==> src/rtl/glitcbus_master.sv <==
// GLITCBUS initiator: frames one 16-bit address / 32-bit data transfer per
// request onto the shared byte bus, with one select line per GLITC.
module glitcbus_master #(
    parameter int NUM_GLITC = 4,
    parameter int READ_WAIT = 2,
    localparam int IW = (NUM_GLITC > 1) ? $clog2(NUM_GLITC) : 1
) (
    input  logic                 clk_i,
    input  logic                 rst_i,
    input  logic [IW-1:0]        user_glitc_i,
    input  logic [15:0]          user_addr_i,
    input  logic [31:0]          user_dat_i,
    input  logic                 user_wr_i,
    input  logic                 user_rd_i,
    output logic [31:0]          user_dat_o,
    output logic                 user_ack_o,
    output logic                 user_busy_o,
    output logic [NUM_GLITC-1:0] GSEL_B,
    output logic                 GRDWR_B,
    output logic [7:0]           gad_o,
    output logic                 gad_oe_o,
    input  logic [7:0]           gad_i
);

    typedef enum logic [2:0] {
        IDLE, ADDR_HI, ADDR_LO, WDATA, TURN, RDATA, DONE
    } state_t;

    state_t state, state_n, vis;

    logic [IW-1:0]        idx_q;
    logic [15:0]          addr_q;
    logic [31:0]          wdat_q;
    logic                 rd_q;
    logic [1:0]           byte_q, byte_n;
    logic [2:0]           turn_q, turn_n;
    logic [23:0]          shreg;
    logic                 req, idx_ok, sel_act, oe_n;
    logic [NUM_GLITC-1:0] sel_n;
    logic [7:0]           gad_n;

    assign req    = user_wr_i | user_rd_i;
    assign idx_ok = 32'(idx_q) < 32'(NUM_GLITC);

    always_comb begin
        state_n = state;
        byte_n  = byte_q;
        turn_n  = turn_q;
        unique case (state)
            IDLE: if (req) state_n = ADDR_HI;
            ADDR_HI: state_n = ADDR_LO;
            ADDR_LO: begin
                byte_n  = 2'd0;
                turn_n  = 3'd0;
                state_n = rd_q ? TURN : WDATA;
            end
            WDATA: begin
                byte_n = byte_q + 2'd1;
                if (byte_q == 2'd3) state_n = DONE;
            end
            TURN: begin
                turn_n = turn_q + 3'd1;
                if (turn_q == 3'(READ_WAIT - 1)) begin
                    byte_n  = 2'd0;
                    state_n = RDATA;
                end
            end
            RDATA: begin
                byte_n = byte_q + 2'd1;
                if (byte_q == 2'd3) state_n = DONE;
            end
            DONE: state_n = IDLE;
            default: state_n = IDLE;
        endcase
    end

    // Bus pins are a registered decode of the current state, so every pin
    // lags the FSM by one cycle; capture logic follows that lag via vis.
    always_comb begin
        sel_act = state inside {ADDR_HI, ADDR_LO, WDATA, TURN, RDATA};
        oe_n    = state inside {ADDR_HI, ADDR_LO, WDATA};
        sel_n   = '1;
        for (int i = 0; i < NUM_GLITC; i++) begin
            if (sel_act && 32'(idx_q) == 32'(i)) sel_n[i] = 1'b0;
        end
        gad_n = 8'h00;
        unique case (state)
            ADDR_HI: gad_n = addr_q[15:8];
            ADDR_LO: gad_n = addr_q[7:0];
            WDATA: begin
                unique case (byte_q)
                    2'd0: gad_n = wdat_q[31:24];
                    2'd1: gad_n = wdat_q[23:16];
                    2'd2: gad_n = wdat_q[15:8];
                    2'd3: gad_n = wdat_q[7:0];
                    default: gad_n = 8'h00;
                endcase
            end
            default: gad_n = 8'h00;
        endcase
    end

    always_ff @(posedge clk_i or posedge rst_i) begin
        if (rst_i) begin
            state       <= IDLE;
            vis         <= IDLE;
            idx_q       <= '0;
            addr_q      <= 16'h0000;
            wdat_q      <= 32'h0000_0000;
            rd_q        <= 1'b0;
            byte_q      <= 2'd0;
            turn_q      <= 3'd0;
            shreg       <= 24'h00_0000;
            user_dat_o  <= 32'h0000_0000;
            user_ack_o  <= 1'b0;
            user_busy_o <= 1'b0;
            GSEL_B      <= '1;
            GRDWR_B     <= 1'b1;
            gad_o       <= 8'h00;
            gad_oe_o    <= 1'b0;
        end else begin
            state  <= state_n;
            vis    <= state;
            byte_q <= byte_n;
            turn_q <= turn_n;
            if (state == IDLE && req) begin
                idx_q  <= user_glitc_i;
                addr_q <= user_addr_i;
                wdat_q <= user_dat_i;
                rd_q   <= ~user_wr_i;
            end
            if (vis == RDATA) shreg <= {shreg[15:0], gad_i};
            // Unselected GLITCs leave GAD floating, so their reads return zero.
            if (vis == RDATA && state == DONE)
                user_dat_o <= idx_ok ? {shreg, gad_i} : 32'h0000_0000;
            user_ack_o  <= (state == DONE);
            user_busy_o <= (state_n != IDLE);
            GSEL_B      <= sel_n;
            GRDWR_B     <= sel_act ? rd_q : 1'b1;
            gad_o       <= gad_n;
            gad_oe_o    <= oe_n;
        end
    end

endmodule

==> config.mk <==
export PLATFORM = sky130hd
export DESIGN_NAME = glitcbus_master
export DESIGN_NICKNAME = d
export VERILOG_FILES = /design/src/rtl/glitcbus_master.sv
export SDC_FILE = /design/constraint.sdc
export NUM_CORES = 1
export LEC_CHECK = 0
export ABC_AREA = 1
export CAP_MARGIN = 40
export CORE_MARGIN = 2
export CORE_UTILIZATION = 35
export CTS_CLUSTER_DIAMETER = 120
export DETAILED_ROUTE_END_ITERATION = 8
export GPL_ROUTABILITY_DRIVEN = 0
export GPL_TIMING_DRIVEN = 0
export PLACE_DENSITY = 0.65
export SLEW_MARGIN = 15
export SYNTH_ARGS = -nofsm -noshare
export SYNTH_HDL_FRONTEND = slang
export SYNTH_SLANG_ARGS = --single-unit
==> constraint.sdc <==
create_clock -name clk_i -period 4.7 [get_ports clk_i]
set_clock_uncertainty 0.05 [all_clocks]
set_input_delay 1.175 -clock clk_i [delete_from_list [all_inputs] [get_ports clk_i]]
set_output_delay 1.175 -clock clk_i [all_outputs]
set_load 0.05 [all_outputs]
# After elaboration in Yosys (flattened, before gate mapping)
# Cells that the tools add are included.
[op_classes]
n_eq_ne = 15
add_sub_neg = 2
bitwise = 2
reduce_logical = 16
n_mux = 15
[op_table]
columns = ["op", "count"]
rows = [
  ["8-bit case mux with 4 select lines", 1],
  ["8-bit case mux with 3 select lines", 1],
  ["3-bit case mux with 5 select lines", 1],
  ["3-bit equality test, second input constant", 4],
  ["3-bit 2-to-1 mux", 4],
  ["3-bit nonzero test", 3],
  ["2-bit equality test, second input constant", 4],
  ["3-bit by 1-bit equality test with 1-bit output, second input constant", 2],
  ["3-bit by 2-bit equality test with 1-bit output, second input constant", 2],
  ["1-bit logical AND", 6],
  ["2-bit case mux with 3 select lines", 1],
  ["3-bit case mux with 2 select lines", 1],
  ["1-bit 2-to-1 mux", 5],
  ["5-bit nonzero test", 1],
  ["2-bit by 1-bit equality test with 1-bit output, second input constant", 2],
  ["2-bit logical NOT", 2],
  ["3-bit by 1-bit adder with 3-bit output, second input constant", 1],
  ["3-bit logical NOT", 1],
  ["2-bit by 1-bit adder with 2-bit output, second input constant", 1],
  ["2-bit 2-to-1 mux", 1],
  ["2-bit inequality test, second input constant", 1],
  ["2-bit AND reduction", 1],
  ["2-bit nonzero test", 1],
  ["2-bit OR reduction", 1],
  ["other kinds (2)", 2],
]
[totals]
in_bits = 62
ff_bits = 134
out_inout_bits = 48
word_cells = 66

# Longest topological paths before layout
[logic_depth]
ltp_word = 4
depth_mapped = 8
depth_no_buf = 8

# Worst setup path before layout
# No wires, ideal clock.
[synth_timing]
path_kind = "input-to-reg"
startpoint = "input port user_wr_i"
endpoint = "register wdat_q[10]"
path_slack_ps = 2689
path_buffers = 2
setup_ps = 130
arrival_time_ps = 1831
required_ps = 4520
stages = 6
cell_sequence = "inv_1 -> nand2_1 -> nand3_1 -> buf_2 -> clkbuf_1 -> o21ai_0"
[synth_between]
elab_chain_len = 2
[synth_lines]
columns = ["element", "line", "text"]
rows = [
  ["start: declaration", "13", "input logic user_wr_i,"],
  ["1-bit OR", "42", "assign req = user_wr_i | user_rd_i;"],
  ["1-bit logical AND", "126", "if (state == IDLE && req) begin"],
  ["end signal: assignment", "129", "wdat_q <= user_dat_i;"],
  ["end: declaration", "33", "logic [31:0] wdat_q;"],
]
# No other way between the ends.
# A chain may end at the register's enable or synchronous reset.

# Final worst setup path
[layout_timing]
startpoint = "register GRDWR_B"
endpoint = "output port GRDWR_B"
[layout_rtl]
columns = ["element", "line", "text"]
rows = [
  ["start: declaration", "19", "output logic GRDWR_B,"],
  ["start signal: assignment", "139", "GRDWR_B <= sel_act ? rd_q : 1'b1;"],
]
# No word-level cell between the ends.

==> metrics.csv <==
metric;value;unit
CP startpoint;GRDWR_B;
top cells by area, synth;dfrtp_1, nand2_1, o21ai_0, inv_1, nand3_1;
period utilization;62.8;%
H-tree levels;4;
crit path kind;flip-flop to output port;
post-route setup TNS;0;ns
post-CTS setup buffers;0;
Total GRT Usage;16.6;%
Hold Path Class;flip-flop to flip-flop;
r2r startpoint;state[0];
Synth Warn #;0;
I/O pin cnt;110;
Worst Path Arrival;1.73;ns
CTS Hold Bufs;0;
pin count of the biggest net entering global routing;37;
Final HPWL DP;9.54;mm
CP Launch Type;flip-flop;
crit path cell chain;clkdlybuf4s50_1;
DR vias;4338;
worst skew pair latency;0.41;ns
busiest grt layer;met2;
max-cap violations;0;
synthesis-to-layout area growth;36.3;%
R2R cell count;7;
CTS buffer count;17;
worst reg-to-reg setup slack;2.94;ns
DRT iter0 DRCs;226;
Buf/Inv on CP;1;
vias in the first global route;4294;
LEAKAGE;3.61;nW
post_cts resized;0;
final setup vio count;0;
die outline width;130;um
diode count;0;
Final Hold Viols;0;
peak supply drop;0.316;mV
first-pass GRT wire length;21.3;mm
row count;46;
Yosys reg bits;134;
CP delay by family, top;buffers and inverters;
# nets final;817;
Tightest Pin Transition;0.755;ns
CP max FO;1;
Yosys cell types;21;
Synth Net Count;685;
CTS Buffer Depth;2;
Routed WL per cell;13.4;um
vias per inst;4.44;
capture point of the worst path;GRDWR_B;
syn avg cell area;8.99;um^2
largest area contributor in the netlist;dfrtp_1;
core area;0.0157;mm^2
P per Cell Area;655;mW/mm^2
Final ANT Viol Nets;0;
r2r endpoint;wdat_q[27];
die area;0.0169;mm^2
max_slew headroom;49.5;%
Syn Inst Count;617;
first-pass iteration count of the detailed router;4;
placed cells;946;
grt met1 use;21.8;%
post-synth top area share;58.2;%
grt met2 use;27.3;%
crit end category;output port;
RSZ-0062 raised after global routing;false;
TritonCTS clock tree;done;
total grt overflow;0;
Period minus WS final;2.95;ns
Clock transition at path regs;0.06;ns
Slowest Stage Delay on Critical Path;0.80;ns
post-synthesis sequential area ratio;60.6;%
run status;finished, final reports clean;
DRC;0;
Slew Viols, Final;0;
grt met3 use;4.59;%
total wire length;13.1;mm
CP required;3.47;ns
non-filler cells, final;978;
clock root cell;clkbuf_16;
clock sink count;134;
final core utilization;48.1;%
layout cell share with drive strength beyond 1;10.1;%
port buffer count;109;
f_max;339;MHz
Die Height;130;um
Starting Density;35.3;%
Synth Cell Area;0.00555;mm^2
Crit. path cell count;1;
Crit-path slowest cell;clkdlybuf4s50_1;
antenna violations before repair;0;
## worst min path at each step
stage                         from     end  depth (start not counted)  slack, ns
final                     state[2]  vis[2]                          0       0.32
after CTS                 state[2]  vis[2]                          0       0.32
after detailed placement  state[2]  vis[2]                          0       0.31
after global routing      state[0]  vis[0]                          0       0.34
after floorplan           state[0]  vis[0]                          0       0.30
after global placement    state[2]  vis[2]                          0       0.30
## stage by stage
step,total power (W),worst slack [ns],hold slack [ns],instance area (um^2)
2_1_floorplan,0.00309,1.81,0.299,5550
3_3_place_gp,0.00366,0.578,0.304,6910
3_5_place_dp,0.00372,1.89,0.309,6990
4_1_cts,0.00500,1.71,0.323,7560
5_1_grt,0.00532,1.70,0.340,7560
6_report,0.00495,1.75,0.320,7560
## worst reg2reg max path, delay by kind of cell, from the launching register on
| kind | cells | cell delay, ns |
|---|---|---|
| DFF | 1 | 0.37 |
| buffers and inverters | 3 | 0.62 |
| AOI/OAI and AO/OA | 1 | 0.06 |
| and+or+nand+nor | 3 | 0.54 |
## layer usage
layer,vias to the layer above,share of wire (%)
met5,-,0
met4,0,0.89
met3,11,5.1
met2,145,50
met1,1999,44
li1,2183,-
## sequential cells by signal, summed over array words and instances (netlist names), 2 cells and up
name	flops
gad_o	8
addr_q	16
idx_q	2
byte_q	2
wdat_q	32
user_dat_o	32
shreg	24
state	3
GSEL_B	4
vis	3
turn_q	3
## synthesized netlist by cell type (all sizes together)
cell type  number
a21oi          22
buf            17
clkbuf         12
dfrtp         129
dfstp           5
ha              6
inv            96
nand2         178
nand3          27
nand3b          1
nor2           22
nor3            2
o21ai          97
o22ai           2
xnor2           1
## cells in the final DEF, fill, tap and decap left out, types with 2 or more instances in the layout
cell               n
ha_1               6
dfstp_2            5
buf_2             12
o21ai_2           14
inv_2              2
a21oi_1           22
dfrtp_1          129
clkinvlp_4         5
o21ai_0           77
clkdlybuf4s50_1  109
clkinv_2           2
inv_6              2
nand2_1          177
nor2_1            22
o22ai_1            2
clkbuf_16         17
buf_12             4
inv_1             93
clkbuf_1          13
clkinv_4           3
buf_6              5
o21ai_1            6
nand3_1           27
## layout make-up
class                   count  area [um^2]
plain buffers              29          161
clock buffers              19          443
clock inverters            13          125
fillers                  1506         8150
inverters                  96          364
multi-input cells         358         1670
flip-flops and latches    134         3360
well taps                 216          270
repair buffers            113         1170
## cell families (layout without fill, tap and decap cells)
group                    after synthesis  in the layout  share of synthesized area (%)
AO/OA/AOI/OAI                        121            121                           11.9
XOR/XNOR                               1              1                          0.158
buffers and inverters                125            270                           9.40
flip-flops                           134            134                           60.6
adder cells (fa/ha/maj)                6              6                           1.35
AND/OR/NAND/NOR                      230            230                           16.6
## power by group
group          switching (W)  internal [W]  total, W
sequential          0.000235       0.00163   0.00186
combinational        0.00124      0.000595   0.00183
clock               0.000508      0.000748   0.00126
total                0.00198       0.00297   0.00495
(Power assumes the default switching activity.)
==> edit, RTL diff (same flow settings) <==
Make the reset (`rst_i`) synchronous in one clocked block.
--- a/src/rtl/glitcbus_master.sv
+++ b/src/rtl/glitcbus_master.sv
@@ -102,3 +102,3 @@
 
-    always_ff @(posedge clk_i or posedge rst_i) begin
+    always_ff @(posedge clk_i) begin
         if (rst_i) begin
Formal check against the unedited RTL: differs if rst_i is asserted again (counterexample within 4 cycles, from zero or initial values and one cycle with rst_i high); with rst_i held inactive, the same outputs for 10 cycles.
==> edit against the unedited design <==
Non-clock buffer count up 5. First-iteration DRC count down 3.1%. Worst setup slack improved by 120 ps. Routed wire length rose by 0.48%. Sequential cell count is the same. Final cell count fell by 0.51%. Cell area is 6.8% lower. Area after synthesis shrank 6.7%. Largest cell class unchanged. Die area is 6.5% lower.
Power is not compared: it rests on default switching activity, and its combinational part moved more than twofold at a synthesized area within 25%.
==> edit: results <==
[status]
status = finished clean

[worst_setup_path]
reg2reg_from = byte_q[0]
cp_slowest_stage_delay_ps = 820
rr_endpoint = gad_o[6]
ff2ff_path_depth = 9
rrSetupSlack_ps = 2840
critical_path.max_fanout = 2

[layout]
inverters_excl_clock = 83
signal_buffers = 147
final.clkbuf_count = 26
drive_gt1_share_pct = 7.73
final_util_pct = 48.7
fill_cells = 1421
multiInputGateArea_um2 = 1940
nonClkBufAreaFrac_pct = 18.8
layout.nets = 846
nMultiInputCombCells = 395
seq_share_pct = 38.1
clk_share_pct = 7.94

[detailed_routing]
routed-via-count = 4461
dr_wl_met3_um = 632
wl_met1_um = 6170
wl_met2_um = 6270
drt_iter0_drc = 219
wl_um = 13200

[hold_path]
whs_endpoint = GSEL_B[3]
hp-start = idx_q[1]
holdPathStages = 1

[sta]
whs_ps = 373
slew_headroom_pct = 56.6

[yosys]
synth_compound_area_share_pct = 21.5
async_flop_share_pct = 0
synthAdderAreaFrac_pct = 1.45
syn_avg_cell_area_um2 = 7.95
ys_seq_area_share_pct = 51.9
synthTopCellsByCount = dfxtp_1, o21ai_0, nor2_1, a21oi_1, inv_1
yosys.area_share.xor_xnor_pct = 0.169
netlist-cell-type-count = 30
synth_top_cells_by_area = dfxtp_1, o21ai_0, a21oi_1

[global_routing]
antenna_found_initial = 0
track_usage_pct = 17.3
met3_usage_pct = 4.41
grt_max_degree = 17
first_global_vias = 4298
grt_pass1_wl_um = 21500
met1_usage_pct = 21.9
use_met2_pct = 28.3

[placement]
portBuffers = 108
placed_area_um2 = 6480

[power_and_ir_drop]
ir_worst_vdd_mv = 0.315
edit: worst register-to-register path, stage by stage (launching register included):
cell	delay, ps
dfxtp_1	380
inv_1	90
ha_1	200
inv_1	180
clkbuf_1	340
nand2_1	100
nor2_1	180
nor2_1	60
nor2_1	80
nor2_1	60
edit: metrics by stage:
| step | setup WS (ps) | instances |
|---|---|---|
| 6_report | 1870 | 973 |
| 5_1_grt | 1840 | 973 |
| 4_1_cts | 1860 | 973 |
| 3_5_place_dp | 2070 | 943 |
| 3_3_place_gp | 2060 | 943 |
| 2_1_floorplan | 2590 | 651 |
edit: how the worst max path moves through the flow:
stage | from | to | depth (start not counted)
after floorplan | rst_i | user_dat_o[29] | 6
after global placement | user_wr_i | wdat_q[8] | 8
after detailed placement | user_wr_i | wdat_q[8] | 8
after CTS | user_dat_o[12] | user_dat_o[12] | 1
after global routing | user_dat_o[13] | user_dat_o[13] | 1
final | user_dat_o[12] | user_dat_o[12] | 1
